==> config.mk <==
export PLATFORM = sky130hd
export DESIGN_NAME = mem_access_ctrl_flat
export DESIGN_NICKNAME = d
export VERILOG_FILES = /design/src/rtl/mem_ctrl_pkg.sv /design/src/rtl/mem_access_ctrl_if.sv /design/src/rtl/mem_wait_cnt.sv /design/src/rtl/mem_access_ctrl.sv /design/src/flat_wrapper.sv
export SDC_FILE = /design/constraint.sdc
export NUM_CORES = 1
export LEC_CHECK = 0
export BUFFER_PORTS_ARGS = -buffer_cell sky130_fd_sc_hd__buf_2
export CAP_MARGIN = 15
export CORE_UTILIZATION = 30
export DETAILED_ROUTE_END_ITERATION = 8
export MAX_ROUTING_LAYER = met4
export PLACE_DENSITY = 0.59
export SETUP_SLACK_MARGIN = 0.05
export SYNTH_ARGS = -nofsm -noshare
export SYNTH_HDL_FRONTEND = slang
export SYNTH_HIERARCHICAL = 1
export SYNTH_SLANG_ARGS = --single-unit
export TNS_END_PERCENT = 100
==> constraint.sdc <==
create_clock -name clk -period 1.8 [get_ports clk]
set_clock_uncertainty 0.15 [all_clocks]
set_input_delay 0.18 -clock clk [delete_from_list [all_inputs] [get_ports clk]]
set_output_delay 0.18 -clock clk [all_outputs]
set_load 0.01 [all_outputs]
==> src/rtl/mem_ctrl_pkg.sv <==
// mem_ctrl_pkg: shared constants and helpers for the data-memory access
// controller (state encodings, default geometry, wait-counter width).
// The optional address check is enabled by MEM_CTRL_RANGE_CHECK_EN.
package mem_ctrl_pkg;

   // FSM state encodings
   localparam logic [1:0] IDLE_S   = 2'd0;
   localparam logic [1:0] ACCESS_S = 2'd1;
   localparam logic [1:0] DONE_S   = 2'd2;

   // Default geometry and timing
   localparam logic [31:0] DEF_BASE_ADDR   = 32'd1024;
   localparam int          DEF_ADDR_W      = 6;
   localparam int          DEF_WAIT_CYCLES = 3;

   // Wait counter width (covers WAIT_CYCLES up to 15)
   localparam int CNT_W = 4;

   // Operation latched for the access in flight
   typedef struct packed {
      logic is_read;
      logic conflict;
   } op_t;

   // True when addr is word aligned and falls inside the SRAM window.
   // Computed on 33 bits so the upper bound cannot wrap.
   function automatic logic addr_in_window(input logic [31:0] addr,
                                           input logic [31:0] base,
                                           input int          addr_w);
      logic [32:0] a_v;
      logic [32:0] lo_v;
      logic [32:0] hi_v;
      a_v  = {1'b0, addr};
      lo_v = {1'b0, base};
      hi_v = lo_v + (33'd4 << addr_w);
      return (a_v >= lo_v) && (a_v < hi_v) && (addr[1:0] == 2'b00);
   endfunction

endpackage

==> src/rtl/mem_access_ctrl_if.sv <==
// mem_access_ctrl_if: MEM-stage request/response signals plus the SRAM bus.
// The controller connects through the slave modport; the environment
// (pipeline stage and SRAM) connects through the master modport.
interface mem_access_ctrl_if
   import mem_ctrl_pkg::*;
#(
   parameter int ADDR_W = DEF_ADDR_W
);
   logic              MEM_R_EN;
   logic              MEM_W_EN;
   logic [31:0]       ALU_Res;
   logic [31:0]       Val_Rm;
   logic              ready;
   logic [31:0]       rdata;
   logic              err;
   logic [ADDR_W-1:0] sram_addr;
   logic [31:0]       sram_wdata;
   logic [31:0]       sram_rdata;
   logic              sram_we_n;
   logic              sram_oe_n;

   modport slave (
      input  MEM_R_EN, MEM_W_EN, ALU_Res, Val_Rm, sram_rdata,
      output ready, rdata, err, sram_addr, sram_wdata, sram_we_n, sram_oe_n
   );

   modport master (
      output MEM_R_EN, MEM_W_EN, ALU_Res, Val_Rm, sram_rdata,
      input  ready, rdata, err, sram_addr, sram_wdata, sram_we_n, sram_oe_n
   );
endinterface

==> src/rtl/mem_wait_cnt.sv <==
// mem_wait_cnt: loadable down-counter that paces SRAM wait states.
// Load has priority over enable; the count parks at zero.
module mem_wait_cnt
   import mem_ctrl_pkg::*;
(
   input  logic             clk,
   input  logic             rst,
   input  logic             load_i,
   input  logic [CNT_W-1:0] load_val_i,
   input  logic             en_i,
   output logic             zero_o
);
   logic [CNT_W-1:0] cnt_q;
   logic [CNT_W-1:0] cnt_d;

   // Next count: load, decrement while enabled, otherwise hold.
   always_comb begin
      cnt_d = cnt_q;
      if (load_i) begin
         cnt_d = load_val_i;
      end else if (en_i && (cnt_q != {CNT_W{1'b0}})) begin
         cnt_d = cnt_q - {{(CNT_W-1){1'b0}}, 1'b1};
      end else begin
         cnt_d = cnt_q;
      end
   end

   // Count register with synchronous active-low reset.
   always_ff @(posedge clk) begin
      if (!rst) begin
         cnt_q <= {CNT_W{1'b0}};
      end else begin
         cnt_q <= cnt_d;
      end
   end

   assign zero_o = (cnt_q == {CNT_W{1'b0}});
endmodule

==> src/rtl/mem_access_ctrl.sv <==
// mem_access_ctrl: multi-cycle access controller between the MEM stage and
// a single-port word SRAM. Each access holds its strobe for WAIT_CYCLES
// cycles, then spends one DONE cycle with ready high. ready is combinational
// so the freeze starts in the same cycle the request appears.
// Optional feature: define MEM_CTRL_RANGE_CHECK_EN to reject unaligned or
// out-of-window addresses (IDLE -> DONE with err, no strobes).
module mem_access_ctrl
   import mem_ctrl_pkg::*;
#(
   parameter logic [31:0] BASE_ADDR   = DEF_BASE_ADDR,
   parameter int          ADDR_W      = DEF_ADDR_W,
   parameter int          WAIT_CYCLES = DEF_WAIT_CYCLES
)(
   input  logic             clk,
   input  logic             rst,
   mem_access_ctrl_if.slave bus
);
   localparam logic [CNT_W-1:0] CNT_LOAD = CNT_W'(WAIT_CYCLES - 1);

   logic [1:0]        state_q, state_d;
   op_t               op_q, op_d;
   logic [ADDR_W-1:0] addr_q, addr_d;
   logic [31:0]       wdata_q, wdata_d;
   logic [31:0]       rdata_q, rdata_d;
   logic              we_n_q, we_n_d;
   logic              oe_n_q, oe_n_d;
   logic              err_q, err_d;

   logic              req_s;
   logic              reject_s;
   logic [ADDR_W-1:0] req_word_s;
   logic              cnt_load_s;
   logic              cnt_en_s;
   logic              cnt_zero_s;
   logic              ready_s;

   // Decode the request and translate the byte address to an SRAM word.
   always_comb begin
      req_s      = bus.MEM_R_EN | bus.MEM_W_EN;
      req_word_s = ADDR_W'((bus.ALU_Res - BASE_ADDR) >> 2);
`ifdef MEM_CTRL_RANGE_CHECK_EN
      reject_s   = req_s & ~addr_in_window(bus.ALU_Res, BASE_ADDR, ADDR_W);
`else
      reject_s   = 1'b0;
`endif
   end

   // Wait counter is loaded on an accepted request and runs during ACCESS.
   always_comb begin
      cnt_load_s = 1'b0;
      cnt_en_s   = 1'b0;
      if ((state_q == IDLE_S) && req_s && !reject_s) begin
         cnt_load_s = 1'b1;
      end else if (state_q == ACCESS_S) begin
         cnt_en_s = 1'b1;
      end else begin
         cnt_load_s = 1'b0;
         cnt_en_s   = 1'b0;
      end
   end

   mem_wait_cnt u_wait_cnt (
      .clk        (clk),
      .rst        (rst),
      .load_i     (cnt_load_s),
      .load_val_i (CNT_LOAD),
      .en_i       (cnt_en_s),
      .zero_o     (cnt_zero_s)
   );

   // FSM next state, operand latching, strobe control and load capture.
   always_comb begin
      state_d = state_q;
      op_d    = op_q;
      addr_d  = addr_q;
      wdata_d = wdata_q;
      rdata_d = rdata_q;
      we_n_d  = we_n_q;
      oe_n_d  = oe_n_q;
      err_d   = 1'b0;
      case (state_q)
         IDLE_S: begin
            if (req_s && reject_s) begin
               state_d       = DONE_S;
               op_d.is_read  = 1'b0;
               op_d.conflict = 1'b0;
               err_d         = 1'b1;
            end else if (req_s) begin
               // A simultaneous read/write performs only the read.
               state_d       = ACCESS_S;
               op_d.is_read  = bus.MEM_R_EN;
               op_d.conflict = bus.MEM_R_EN & bus.MEM_W_EN;
               addr_d        = req_word_s;
               wdata_d       = bus.Val_Rm;
               oe_n_d        = ~bus.MEM_R_EN;
               we_n_d        = ~(bus.MEM_W_EN & ~bus.MEM_R_EN);
            end else begin
               state_d = IDLE_S;
            end
         end
         ACCESS_S: begin
            if (cnt_zero_s) begin
               state_d = DONE_S;
               we_n_d  = 1'b1;
               oe_n_d  = 1'b1;
               err_d   = op_q.conflict;
               if (op_q.is_read) begin
                  rdata_d = bus.sram_rdata;
               end else begin
                  rdata_d = rdata_q;
               end
            end else begin
               state_d = ACCESS_S;
            end
         end
         DONE_S: begin
            state_d = IDLE_S;
            we_n_d  = 1'b1;
            oe_n_d  = 1'b1;
         end
         default: begin
            state_d = IDLE_S;
            we_n_d  = 1'b1;
            oe_n_d  = 1'b1;
         end
      endcase
   end

   // Register update with synchronous active-low reset.
   always_ff @(posedge clk) begin
      if (!rst) begin
         state_q       <= IDLE_S;
         op_q.is_read  <= 1'b0;
         op_q.conflict <= 1'b0;
         addr_q        <= {ADDR_W{1'b0}};
         wdata_q       <= 32'h0000_0000;
         rdata_q       <= 32'h0000_0000;
         we_n_q        <= 1'b1;
         oe_n_q        <= 1'b1;
         err_q         <= 1'b0;
      end else begin
         state_q <= state_d;
         op_q    <= op_d;
         addr_q  <= addr_d;
         wdata_q <= wdata_d;
         rdata_q <= rdata_d;
         we_n_q  <= we_n_d;
         oe_n_q  <= oe_n_d;
         err_q   <= err_d;
      end
   end

   // Pipeline may advance in DONE, or in IDLE when nothing is requested.
   always_comb begin
      ready_s = 1'b0;
      if (state_q == DONE_S) begin
         ready_s = 1'b1;
      end else if (state_q == IDLE_S) begin
         ready_s = ~req_s;
      end else begin
         ready_s = 1'b0;
      end
   end

   assign bus.ready      = ready_s;
   assign bus.rdata      = rdata_q;
   assign bus.err        = err_q;
   assign bus.sram_addr  = addr_q;
   assign bus.sram_wdata = wdata_q;
   assign bus.sram_we_n  = we_n_q;
   assign bus.sram_oe_n  = oe_n_q;
endmodule

==> src/flat_wrapper.sv <==
// flat-port wrapper written by rule: the top's interface ports become plain ports
module mem_access_ctrl_flat import mem_ctrl_pkg::*;
#(
   parameter logic [31:0] BASE_ADDR   = DEF_BASE_ADDR,
   parameter int          ADDR_W      = DEF_ADDR_W,
   parameter int          WAIT_CYCLES = DEF_WAIT_CYCLES
)
  (clk, rst, bus_MEM_R_EN, bus_MEM_W_EN, bus_ALU_Res, bus_Val_Rm, bus_sram_rdata, bus_ready, bus_rdata, bus_err, bus_sram_addr, bus_sram_wdata, bus_sram_we_n, bus_sram_oe_n);
  mem_access_ctrl_if #(.ADDR_W(ADDR_W)) bus_i ();
  input  logic clk;
  input  logic rst;
  input wire logic [$bits(bus_i.MEM_R_EN)-1:0] bus_MEM_R_EN;
  input wire logic [$bits(bus_i.MEM_W_EN)-1:0] bus_MEM_W_EN;
  input wire logic [$bits(bus_i.ALU_Res)-1:0] bus_ALU_Res;
  input wire logic [$bits(bus_i.Val_Rm)-1:0] bus_Val_Rm;
  input wire logic [$bits(bus_i.sram_rdata)-1:0] bus_sram_rdata;
  output wire logic [$bits(bus_i.ready)-1:0] bus_ready;
  output wire logic [$bits(bus_i.rdata)-1:0] bus_rdata;
  output wire logic [$bits(bus_i.err)-1:0] bus_err;
  output wire logic [$bits(bus_i.sram_addr)-1:0] bus_sram_addr;
  output wire logic [$bits(bus_i.sram_wdata)-1:0] bus_sram_wdata;
  output wire logic [$bits(bus_i.sram_we_n)-1:0] bus_sram_we_n;
  output wire logic [$bits(bus_i.sram_oe_n)-1:0] bus_sram_oe_n;
  assign bus_i.MEM_R_EN = bus_MEM_R_EN;
  assign bus_i.MEM_W_EN = bus_MEM_W_EN;
  assign bus_i.ALU_Res = bus_ALU_Res;
  assign bus_i.Val_Rm = bus_Val_Rm;
  assign bus_i.sram_rdata = bus_sram_rdata;
  assign bus_ready = bus_i.ready;
  assign bus_rdata = bus_i.rdata;
  assign bus_err = bus_i.err;
  assign bus_sram_addr = bus_i.sram_addr;
  assign bus_sram_wdata = bus_i.sram_wdata;
  assign bus_sram_we_n = bus_i.sram_we_n;
  assign bus_sram_oe_n = bus_i.sram_oe_n;
  mem_access_ctrl #(.BASE_ADDR(BASE_ADDR), .ADDR_W(ADDR_W), .WAIT_CYCLES(WAIT_CYCLES)) u_core (.clk(clk), .rst(rst), .bus(bus_i));
endmodule
==> impl_metrics.py <==
metrics = {
    "outcome": {
        "status": "finished, violations left",
        "violations": "setup timing",
    },
    "sta": {
        "holdWs_ns": 0.294,
        "period_share_pct": 100,
        "post-route-min-period_ns": 1.80,
        "fmax_ghz": 0.554,
        "setup_slack_ns": -0.00429,
        "hold_violations": 0,
        "setup-violations-final": 1,
        "finalMaxSlewViolations": 0,
        "rsz0062_at_grt": "true",
    },
    "synth": {
        "synth-xor-area-share_pct": 0,
        "synth.top_cell.area_share_pct": 49.5,
        "synthMuxAreaShare_pct": 12.6,
        "synth_cells": 373,
        "synth_simple_gate_area_share_pct": 23.4,
        "synth_edf_count": 0,
        "synth_largest_area_cell": "dfxtp_1",
        "netlist_area_sq_um": 3270,
        "synth_top_family_by_area": "simple AND/OR/NAND/NOR gates",
        "ys.warnings.count": 6,
        "synthArstFlopShare_pct": 0,
        "synth_ff_type": "dfxtp_1",
        "synth_most_common_cell": "nand2_1",
        "seq_area_frac_synth_pct": 49.5,
        "synthAdderAreaFrac_pct": 0.382,
        "synth_area_leaders": "dfxtp_1 (50%), nand2_1 (13%), mux2i_1 (12%)",
        "synth_common_cells": "nand2_1 (112), dfxtp_1 (81), mux2i_1 (39), nand3_1 (35), o21ai_1 (33)",
        "synth-compound-area-share_pct": 7.61,
        "avgSynthCellArea_sq_um": 8.78,
        "synth_seq_cells": 81,
        "synth_cell_type_count": 37,
    },
    "worst_hold_path": {
        "hold_start": "u_core/op_q[0]$_SDFFE_PN0P_",
        "min_to": "u_core/op_q[0]$_SDFFE_PN0P_",
        "min_path_cells": 2,
        "hp-class": "reg2reg",
    },
    "clock_network": {
        "numCtsBuffers": 9,
        "cts_tree": "built",
        "path_clk_slew_ns": 0.07,
        "cts.path.max_buffers": 2,
        "clk_latency_ns": 0.34,
        "clockRootBuffer": "clkbuf_8",
        "htree_num_levels": 3,
        "cts_sinks": 81,
    },
    "critical_path": {
        "critical_path_class": "reg2reg",
        "r2r_end": "u_core/bus.rdata[5]$_SDFFE_PN0P_",
        "endpoint_kind": "flop",
        "cp.required_ns": 1.87,
        "worst_setup_path_start_kind": "flop",
        "r2r_cells": 8,
        "crit_fanout": 64,
        "r2r_slack_ns": -0.004,
        "timing.rr.start": "u_core/u_wait_cnt/cnt_q[0]$_SDFFE_PN0P_",
        "arrival_ns": 1.87,
    },
    "drt": {
        "antenna_left": 0,
        "wl_met3_microns": 616,
        "wl_met2_microns": 4160,
        "wire_per_inst_microns": 12.1,
        "drc": 0,
        "routed_wl_microns": 8810,
        "vias": 3225,
        "first_pass_iters": 4,
        "drt_iter0_markers": 191,
        "vias_per_cell": 4.42,
        "top_layer": "met4",
        "drt-met1-wl_microns": 3860,
    },
    "placement": {
        "place_inst": 639,
        "postPlaceCellArea_sq_um": 4170,
        "globalplace.congestion": 0.718,
        "dp_hpwl_microns": 5120,
        "port_buffers": 147,
        "place_ws_ns": -0.00990,
    },
    "global_routing": {
        "overflow": 0,
        "grt_pass1_wl_microns": 13700,
        "track_usage_pct": 15.6,
        "grt_max_degree": 77,
        "grt_antenna_before_repair": 0,
        "grt_pass1_vias": 3055,
    },
    "run": {
        "drv_cap": 0,
    },
    "die": {
        "start_util_pct": 31.3,
        "num_rows": 37,
        "die_area_sq_um": 11300,
        "fp.dieH_microns": 106,
        "io_pins": 174,
        "dieWidth_microns": 106,
        "core_sq_um": 10500,
    },
    "power_and_ir_drop": {
        "total_power_w": 0.00438,
        "powerDensity_nw_per_um2": 851,
        "p_leak_nw": 2.46,
        "max-vdd-ir-drop_mv": 0.485,
    },
    "finish": {
        "final_area_sq_um": 5150,
        "nets": 690,
        "fill_cells": 945,
        "diodes": 0,
        "layout-drive-gt1-share_pct": 33.2,
        "areaGrowthSynthToFinish_pct": 57.2,
        "final-instance-count-excl-fill": 730,
    },
}
## layout by cell type, fill, tap and decap left out, types with 2 or more instances in the layout
master / count
dlygate4sd3_1: 73
clkinv_2: 3
dfxtp_1: 78
o21ai_1: 33
nor2_1: 7
conb_1: 4
nor4b_2: 2
clkbuf_8: 10
inv_1: 3
a21oi_1: 3
inv_2: 2
nand2_1: 112
buf_12: 4
nand3_1: 30
buf_4: 9
nor2b_1: 2
nand3_2: 5
mux2i_1: 39
dfxtp_2: 3
buf_2: 146
nand4_1: 2
## sequential cells by signal, indices dropped and copies added, names as in the netlist
name	count
u_core/bus.sram_wdata	32
u_core/bus.sram_oe_n	1
u_core/state_q	2
u_core/bus.sram_addr	6
u_core/bus.err	1
u_core/bus.sram_we_n	1
u_core/op_q	2
u_core/bus.rdata	32
u_core/u_wait_cnt/cnt_q	4
## repair_timing
action	4_1_cts	5_1_grt
setup endpoints to repair	32	35
resized for setup	4	6
pin swaps	1	1
buffers inserted	0	2
hold endpoints to repair	74	0
hold buffers	73	0
## critical path, stage by stage, from the launching register on
cell,delay [ns]
dfxtp_2,0.33
inv_2,0.06
ha_4,0.12
or3b_4,0.40
clkinv_4,0.08
nand4b_4,0.11
buf_12,0.20
nand3_2,0.11
o21ai_1,0.07
## layout make-up
| class | instances | area, sq um | area share (%) |
|---|---|---|---|
| clock inverter | 5 | 53.8 | 1.05 |
| clock buffer | 11 | 141 | 2.75 |
| inverter | 6 | 27.5 | 0.535 |
| timing repair buffer | 232 | 1610 | 31.3 |
| multi-input combinational | 259 | 1520 | 29.5 |
| sequential | 81 | 1630 | 31.6 |
| tap | 136 | 170 | 3.31 |
## metrics by stage
step	utilization (%)	setup TNS, ns
after floorplan	-	0
after global placement	39.8	0
after detailed placement	39.8	-0.0145
after CTS	48.8	0
after global routing	49.2	-1.33
final	49.2	-0.00429
## report_power, final
part	leakage [nW]	internal, W	total (W)	switching (W)
Combinational	1.70	0.000524	0.00101	0.000490
Clock	0.103	0.000678	0.00133	0.000652
Sequential	0.664	0.00194	0.00203	0.0000932
Total	2.46	0.00314	0.00438	0.00124
## routing by layer
metal | up-vias | global-route usage [%]
met5 | - | -
met4 | 0 | 6.16
met3 | 13 | 4.90
met2 | 125 | 26.2
met1 | 1416 | 17.3
li1 | 1671 | -
## kinds of logic after synthesis
family / Yosys count
adder cells (fa/ha/maj): 1
AO/OA/AOI/OAI: 44
other: 2
buffers and inverters: 35
AND/OR/NAND/NOR: 169
flip-flops: 81
multiplexers: 41
## worst max-delay path by stage
stage                                       startpoint                                end  slack (ns)
3_3_place_gp   u_core/u_wait_cnt/cnt_q[1]$_SDFFE_PN0P_  u_core/bus.rdata[18]$_SDFFE_PN0P_        0.04
3_5_place_dp   u_core/u_wait_cnt/cnt_q[1]$_SDFFE_PN0P_   u_core/bus.rdata[5]$_SDFFE_PN0P_       -0.01
4_1_cts        u_core/u_wait_cnt/cnt_q[0]$_SDFFE_PN0P_  u_core/bus.rdata[10]$_SDFFE_PN0P_        0.02
5_1_grt        u_core/u_wait_cnt/cnt_q[0]$_SDFFE_PN0P_   u_core/bus.rdata[7]$_SDFFE_PN0P_       -0.07
2_1_floorplan  u_core/u_wait_cnt/cnt_q[1]$_SDFFE_PN0P_  u_core/bus.rdata[10]$_SDFFE_PN0P_        0.06
6_report       u_core/u_wait_cnt/cnt_q[0]$_SDFFE_PN0P_   u_core/bus.rdata[5]$_SDFFE_PN0P_      -0.004
No activity file was read; power rests on OpenSTA's default activity.
